File: src/rtl/display_scan_ctrl_pkg.sv
// Shared types and constants for the 8-digit seven-segment scan path.
//   scan_state_t  : BLANK (anodes held off) / SCAN (normal display)
//   NUM_DIGITS    : digits on the display
//   DIGIT_W       : width of a digit index
//   BRIGHT_LEVELS : number of PWM brightness levels
package display_pkg;

  typedef enum logic {
    BLANK = 1'b0,
    SCAN  = 1'b1
  } scan_state_t;

  localparam int NUM_DIGITS    = 8;
  localparam int DIGIT_W       = 3;
  localparam int BRIGHT_LEVELS = 16;

endpackage

File: src/rtl/display_scan_ctrl_leading_zero_mask.sv
// Leading-zero blank mask for the display word (combinational).
//   word_i     : BCD word, nibble k = digit k
//   lz_blank_i : 1 = blank leading zero digits
//   mask_o     : bit k set when digit k is a leading zero to be blanked
// Digit 0 is never blanked so a zero word still shows a single "0".
module leading_zero_mask
  import display_pkg::*;
(
  input  logic [4*NUM_DIGITS-1:0] word_i,
  input  logic                    lz_blank_i,
  output logic [NUM_DIGITS-1:0]   mask_o
);

  logic zeros_above;

  // Walk from the most significant digit down; a digit is leading only
  // while it and every digit above it are zero.
  always_comb begin
    mask_o      = '0;
    zeros_above = 1'b1;
    for (int k = NUM_DIGITS-1; k >= 1; k--) begin
      zeros_above = zeros_above && (word_i[4*k +: 4] == 4'd0);
      mask_o[k]   = lz_blank_i && zeros_above;
    end
  end

endmodule

File: src/rtl/display_scan_ctrl.sv
// Scan controller for the multiplexed 8-digit seven-segment display.
//   clock_i, reset_i : system clock, synchronous active-low reset
//   bcd_in_i         : new display word (digit 0 = [3:0])
//   load_valid_i     : bcd_in_i valid; load_ready_o : word can be accepted
//   digit_en_i       : per-digit enable mask
//   lz_blank_i       : blank leading zero digits
//   brightness_i     : PWM duty level 0..15 (level/16)
//   digit_sel_o      : current digit index for the nibble mux
//   bcd_out_o        : nibble of the current digit
//   anodos_o         : active-low anodes, at most one low
//   frame_done_o     : one-cycle pulse after digit 7's slot ends
//
// state | meaning
// BLANK | no word shown yet, anodes held off, scan still running
// SCAN  | display_reg valid, digits lit per enable/blank/PWM
module display_scan_ctrl
  import display_pkg::*;
#(
  parameter  int TICKS_PER_DIGIT = 100000,
  localparam int CNT_W           = $clog2(TICKS_PER_DIGIT)
) (
  input  logic                  clock_i,
  input  logic                  reset_i,
  input  logic [31:0]           bcd_in_i,
  input  logic                  load_valid_i,
  output logic                  load_ready_o,
  input  logic [NUM_DIGITS-1:0] digit_en_i,
  input  logic                  lz_blank_i,
  input  logic [3:0]            brightness_i,
  output logic [DIGIT_W-1:0]    digit_sel_o,
  output logic [3:0]            bcd_out_o,
  output logic [NUM_DIGITS-1:0] anodos_o,
  output logic                  frame_done_o
);

  localparam int                 STEP       = TICKS_PER_DIGIT / BRIGHT_LEVELS;
  localparam logic [CNT_W-1:0]   CNT_MAX    = CNT_W'(TICKS_PER_DIGIT - 1);
  localparam logic [DIGIT_W-1:0] LAST_DIGIT = DIGIT_W'(NUM_DIGITS - 1);

  scan_state_t           state_q, state_d;
  logic [CNT_W-1:0]      cnt_q, cnt_d;
  logic [DIGIT_W-1:0]    digit_q, digit_d;
  logic                  pending_q, pending_d;
  logic [31:0]           shadow_q, shadow_d;
  logic [31:0]           display_q, display_d;
  logic [DIGIT_W-1:0]    digit_sel_q, digit_sel_d;
  logic [3:0]            bcd_out_q, bcd_out_d;
  logic [NUM_DIGITS-1:0] anodos_q, anodos_d;
  logic                  frame_done_q, frame_done_d;

  logic                  slot_end, frame_end, accept, blank, lit;
  logic [CNT_W:0]        pwm_thr;
  logic [NUM_DIGITS-1:0] lz_mask;

  leading_zero_mask u_lz_mask (
    .word_i     (display_q),
    .lz_blank_i (lz_blank_i),
    .mask_o     (lz_mask)
  );

  assign slot_end  = (cnt_q == CNT_MAX);
  assign frame_end = slot_end && (digit_q == LAST_DIGIT);
  assign accept    = load_valid_i && !pending_q;
  assign pwm_thr   = (CNT_W+1)'(brightness_i) * (CNT_W+1)'(STEP);
  assign blank     = !digit_en_i[digit_q] || lz_mask[digit_q];
  assign lit       = (state_q == SCAN) && !blank && ({1'b0, cnt_q} < pwm_thr);

  always_comb begin
    state_d      = state_q;
    cnt_d        = slot_end ? '0 : cnt_q + 1'b1;
    digit_d      = slot_end ? digit_q + 1'b1 : digit_q;
    pending_d    = pending_q;
    shadow_d     = shadow_q;
    display_d    = display_q;

    case (state_q)
      BLANK:   if (frame_end && pending_q) state_d = SCAN;
      SCAN:    state_d = SCAN;
      default: state_d = BLANK;
    endcase

    // pending blocks acceptance, so a boundary swap and a new accept
    // can never collide on the same cycle.
    if (frame_end && pending_q) begin
      display_d = shadow_q;
      pending_d = 1'b0;
    end else if (accept) begin
      shadow_d  = bcd_in_i;
      pending_d = 1'b1;
    end

    digit_sel_d  = digit_q;
    bcd_out_d    = display_q[{digit_q, 2'b00} +: 4];
    anodos_d     = lit ? ~(NUM_DIGITS'(1) << digit_q) : '1;
    frame_done_d = frame_end;
  end

  always_ff @(posedge clock_i) begin
    if (!reset_i) begin
      state_q      <= BLANK;
      cnt_q        <= '0;
      digit_q      <= '0;
      pending_q    <= 1'b0;
      shadow_q     <= '0;
      display_q    <= '0;
      digit_sel_q  <= '0;
      bcd_out_q    <= '0;
      anodos_q     <= '1;
      frame_done_q <= 1'b0;
    end else begin
      state_q      <= state_d;
      cnt_q        <= cnt_d;
      digit_q      <= digit_d;
      pending_q    <= pending_d;
      shadow_q     <= shadow_d;
      display_q    <= display_d;
      digit_sel_q  <= digit_sel_d;
      bcd_out_q    <= bcd_out_d;
      anodos_q     <= anodos_d;
      frame_done_q <= frame_done_d;
    end
  end

  assign load_ready_o = !pending_q;
  assign digit_sel_o  = digit_sel_q;
  assign bcd_out_o    = bcd_out_q;
  assign anodos_o     = anodos_q;
  assign frame_done_o = frame_done_q;

endmodule
File: config.mk
export PLATFORM = sky130hd
export DESIGN_NAME = display_scan_ctrl
export DESIGN_NICKNAME = d
export VERILOG_FILES = /design/src/rtl/display_scan_ctrl_pkg.sv /design/src/rtl/display_scan_ctrl_leading_zero_mask.sv /design/src/rtl/display_scan_ctrl.sv
export SDC_FILE = /design/constraint.sdc
export NUM_CORES = 1
export LEC_CHECK = 0
export BUFFER_PORTS_ARGS = -buffer_cell sky130_fd_sc_hd__buf_4
export CORE_ASPECT_RATIO = 1.5
export CORE_MARGIN = 3
export CORE_UTILIZATION = 58
export DETAILED_ROUTE_END_ITERATION = 6
export PLACE_DENSITY = 0.81
export SYNTH_ARGS = -nofsm -noshare
export SYNTH_HDL_FRONTEND = slang
export SYNTH_SLANG_ARGS = --single-unit
File: constraint.sdc
create_clock -name clock_i -period 4.25 [get_ports clock_i]
set_clock_uncertainty 0.05 [all_clocks]
set_input_delay 0.85 -clock clock_i [delete_from_list [all_inputs] [get_ports clock_i]]
set_output_delay 0.85 -clock clock_i [all_outputs]
set_load 0.02 [all_outputs]
* Word level (Yosys, flattened, before mapping)
Index checks and enable logic that the tools add are counted.
Storage, ports and cells: bits in registers 102
Operators by class: $add $sub $neg 2, $mul 1, magnitude comparators 2, equal/unequal tests 2, shift-type cells 2, multiplexer cells 6, bitwise logic cells 4, reductions and logical operators 33
Operators with widths (count):
- $shiftx 32x6->4 | 1
- $logic_not 4->1 | 7
- $logic_and 1x1->1 | 18
- $add 17x1->17 const B | 1
- $eq 17x17->1 const B | 1
- $lt 17x17->1 | 1
- $mul 4x12->16 const B | 1
- $not 8->8 | 1
- $shl 1x3->8 const A | 1
- $bmux 1 s3 | 2
- $lt 3x4->1 const B | 1
- $reduce_and 2->1 | 2
- $reduce_or 2->1 | 2
- $add 3x1->3 const B | 1
- $eq 3x3->1 const B | 1
- $logic_not 1->1 | 3
- $mux 1 | 3
- $not 1->1 | 3
- $pmux 1 s2 | 1
- $logic_or 1x1->1 | 1

* Logic depth before layout (Yosys ltp)
word-level depth 15, gate-level depth with buffers 16, mapped depth without buffers 16

* Modules after synthesis
Synthesis repeated with hierarchy kept, for this count alone.
Unflattened totals: cell total of the unflattened synthesis 581, area total of the unflattened synthesis 5168.7 µm²
Modules (own cells, without submodules):
- display_scan_ctrl | instances 1, cells each 562, area an instance 5016.1 µm²
- leading_zero_mask | instances 1, cells each 19, area an instance 152.6 µm²

* Worst setup path after synthesis
Ideal clock, no wire load.
kind input -> register, start input port brightness_i[1], end register anodos_q[3], in the netlist anodos_o[3], data arrival time 3635 ps, required time 4060 ps, slack 425 ps, stages on the path 13, buffers on the path 0, cell sequence ha_1 xor2_1 ha_1 a21o_1 ha_1 a31oi_1 xor2_1 ha_1 and4_1 a2111oi_0 o31ai_1 a32oi_1 nand4_1
Between the ends: cells in the longest elaborated chain, start to end 4
RTL lines:
- start: declaration | RTL line display_scan_ctrl.sv:29 | input logic [3:0] brightness_i,
- $mul 4x12->16 | RTL line display_scan_ctrl.sv:64 | assign pwm_thr = (CNT_W+1)'(brightness_i) * (CNT_W+1)'(STEP);
- $lt 17x17->1 | RTL line display_scan_ctrl.sv:66 | assign lit = (state_q == SCAN) && !blank && ({1'b0, cnt_q} < pwm_thr);
- $logic_and 1x1->1 | RTL line display_scan_ctrl.sv:66
- $reduce_and 2->1 (no source line)
- end signal: assignment | RTL line display_scan_ctrl.sv:119 | anodos_q <= anodos_d;
- end: declaration | RTL line display_scan_ctrl.sv:48 | logic [NUM_DIGITS-1:0] anodos_q, anodos_d;
Every way passes these cells. A chain may end at the register's enable or synchronous reset.

* Final worst setup path
start input port brightness_i[1], end register anodos_q[7], in the netlist anodos_o[7]
The elaborated chain is that of the path after synthesis.

==> summary.md <==
| Metric | Value |
|---|---|
| Clk pin slew, worst setup/hold paths | `0.06 ns` |
| Worst stage delay on the critical path | `0.48 ns` |
| Syn-to-layout area delta | `15.3%` |
| Antenna Nets Post-Route | `0` |
| Clk sink count | `102` |
| Largest delay share family, worst path | `compound AO/OA/AOI/OAI gates` |
| Cell taking the most area after synthesis | `dfxtp_1` |
| Final worst slack | `0.224 ns` |
| Share of cells above drive strength 1 | `0.153` |
| Root Buffer | `clkbuf_16` |
| VDD IR max | `0.000283 V` |
| Initial Utilization | `0.608` |
| RSZ-0062 raised after global routing | `false` |
| Pre-Repair DR Iteration Count | `4` |
| Vias in the first global route | `4004` |
| Final GP Congestion | `0.887` |
| Crit end category | `flop` |
| Total power | `1.96 mW` |
| NumNets Final | `703` |
| Crit-path max FO | `8` |
| CORE AREA | `0.00821 mm2` |
| Worst setup SP type | `primary input` |
| HP Class | `reg -> reg` |
| Most common cell in the synthesized netlist | `nand2_1` |
| # port buffers | `64` |
| Ant. Diodes | `0` |
| Design area | `0.00576 mm2` |
| Die area | `0.00978 mm2` |
| Seq/Total Area, Yosys | `0.409` |
| Post-CTS Setup Inserts | `0` |
| DRC | `0` |
| Post-synth EDFFs | `0` |
| Largest net degree at the start of global routing | `70` |
| Post-place setup slack | `-0.0212 ns` |
| Slew Limit Headroom | `0.256` |
| Post-Syn Area | `0.00499 mm2` |
| Via density | `5.64` |
| Arrival @ worst endpoint | `4.16 ns` |
| Status | `finished clean` |
| Worst path cell trace | `buf_4, ha_1, xor2_1, ha_1, a21o_1, ha_1, a31oi_1, xor2_1, ha_1, and4_1, a2111oi_0, o31ai_1, a32oi_1, buf_4, nand4_1` |
| Crit path kind | `in -> reg` |
| Starting DRC count in detailed routing | `167` |
| Final count of hold timing violations | `0` |
| Max Cap Violations | `0` |
| Yosys top cell area share | `0.409` |
| Worst-path cell with the longest stage delay | `a2111oi_0` |
| Lkg Pwr | `2.39 nW` |
| Synth top area cells | `dfxtp_1, ha_1, nand2_1, a21boi_0, mux4_2` |
| Drt total wl | `10500 um` |
| Dpl hpwl | `7840 um` |
| H-tree levels | `3` |
| Worst-Margin Slew | `1.11 ns` |
| Synth Area per Inst | `8.76 um2` |
| Power per standard cell area | `340 mW/mm2` |
| First-pass GRT wire length | `17700 um` |
| Synthesis warning total | `0` |
| Final Slew Violations | `0` |
| Share of flip-flops with an asynchronous set or reset | `0` |
| Synth top cells by count | `nand2_1, dfxtp_1, nand3_1` |
| Die Span X | `81.8 um` |
| Ports | `65` |
| Primary FF master, synth | `dfxtp_1` |
| CTS Buf Count | `9` |
| Longest Clk Path Bufs | `2` |
| Gr ovfl total | `0` |
| Initial antenna violation count | `0` |
| Synth Net Count | `658` |
| CP required | `4.39 ns` |
| Crit path time final | `4.03 ns` |
| Placement Rows | `40` |
| CP dominant cell by count | `ha_1` |
| Skew-Pair Late Insertion Delay | `0.34 ns` |
| Number of buffers and inverters on the critical path | `2` |
| GRT Overall Usage | `0.229` |
| # resized after CTS | `0` |
| Unique masters post-synth | `47` |
| Yosys reg bits | `102` |
| Die extent in y | `120 um` |
| Synth Instances | `570` |
| Setup violations, final | `0` |
| Crit share post-route | `0.947` |
| WL/cell | `14.6 um` |
| CTS tree | `built` |
| Via count of the routed design | `4085` |
| Post-DP Area | `0.00548 mm2` |
| FMAX | `248 MHz` |
| Hold-fix buffers, CTS | `0` |
==> placed cells by master (no fill, tap or decap), types with 9 or more instances in the layout <==
cell type / synthesis / layout
nand2_1: 122 / 122
dfxtp_1: 102 / 102
buf_4: 1 / 67
nand3_1: 42 / 42
ha_1: 40 / 40
a21boi_0: 36 / 36
o21ai_0: 34 / 34
nor2_1: 21 / 21
xor2_1: 16 / 16
a21oi_1: 12 / 12
and3_1: 12 / 12
inv_1: 11 / 11
xnor2_1: 11 / 11
mux4_2: 10 / 10
nand4_1: 9 / 9
clkbuf_16: 0 / 9
==> per-stage QoR <==
stage | utilization | hold slack, ns | std cells | setup TNS [ns]
3_3_place_gp | 0.668 | 0.371 | 709 | 0
6_report | 0.701 | 0.398 | 724 | 0
5_1_grt | 0.701 | 0.426 | 724 | 0
2_1_floorplan | - | 0.361 | 570 | 0
3_5_place_dp | 0.668 | 0.388 | 709 | -0.0464
4_1_cts | 0.701 | 0.403 | 724 | 0
==> tightest hold or removal path, delay by kind of cell (launching register included) <==
family | cells | cell delay, ns
compound gates | 1 | 0.05
flops | 1 | 0.31
simple gates | 1 | 0.05
==> flip-flops by register name (all words and copies together), names as in the netlist <==
signal	flops
shadow_q	32
display_q	32
frame_done_o	1
digit_sel_o	3
pending_q	1
anodos_o	8
state_q	1
bcd_out_o	4
cnt_q	17
digit_q	3
==> area by class of cell <==
| type | instances | area (um2) |
|---|---|---|
| multi-input combinational | 423 | 2760 |
| sequential | 102 | 2040 |
| timing repair buffer | 67 | 503 |
| tap | 105 | 131 |
| inverter | 12 | 45.0 |
| clock inverter | 4 | 22.5 |
| clock buffer | 11 | 253 |
| fill | 677 | 2450 |
==> path summary, 6_finish.rpt <==
kind | to | slack (ns) | cells past startpoint | startpoint
worst max-delay path | anodos_o[7] | 0.22 | 15 | brightness_i[1]
worst min-delay path | display_q[9] | 0.40 | 2 | shadow_q[9]
worst max register to register | display_q[23] | 1.92 | 6 | digit_q[0]
worst min register to register | display_q[9] | 0.40 | 2 | shadow_q[9]
==> routing by layer <==
metal  wire (um)  up-vias  track usage
met5           0        -            0
met4         250        0        0.105
met3         495       19       0.0375
met2        5660      102        0.409
met1        4140     1897        0.257
li1            -     2067            -
==> power by group <==
part / leakage, nW / internal (mW) / switching, mW
Clock: 0.137 / 0.422 / 0.332
Sequential: 0.827 / 0.976 / 0.0116
Combinational: 1.42 / 0.0996 / 0.116
Total: 2.39 / 1.50 / 0.460
==> cell families after synthesis <==
logic type | share of synthesized area
xor+xnor | 0.0474
mux | 0.0471
fa+ha+maj | 0.100
flops | 0.409
simple gates | 0.223
buf+inv | 0.0388
compound gates | 0.135
No activity file was read; power rests on OpenSTA's default activity.
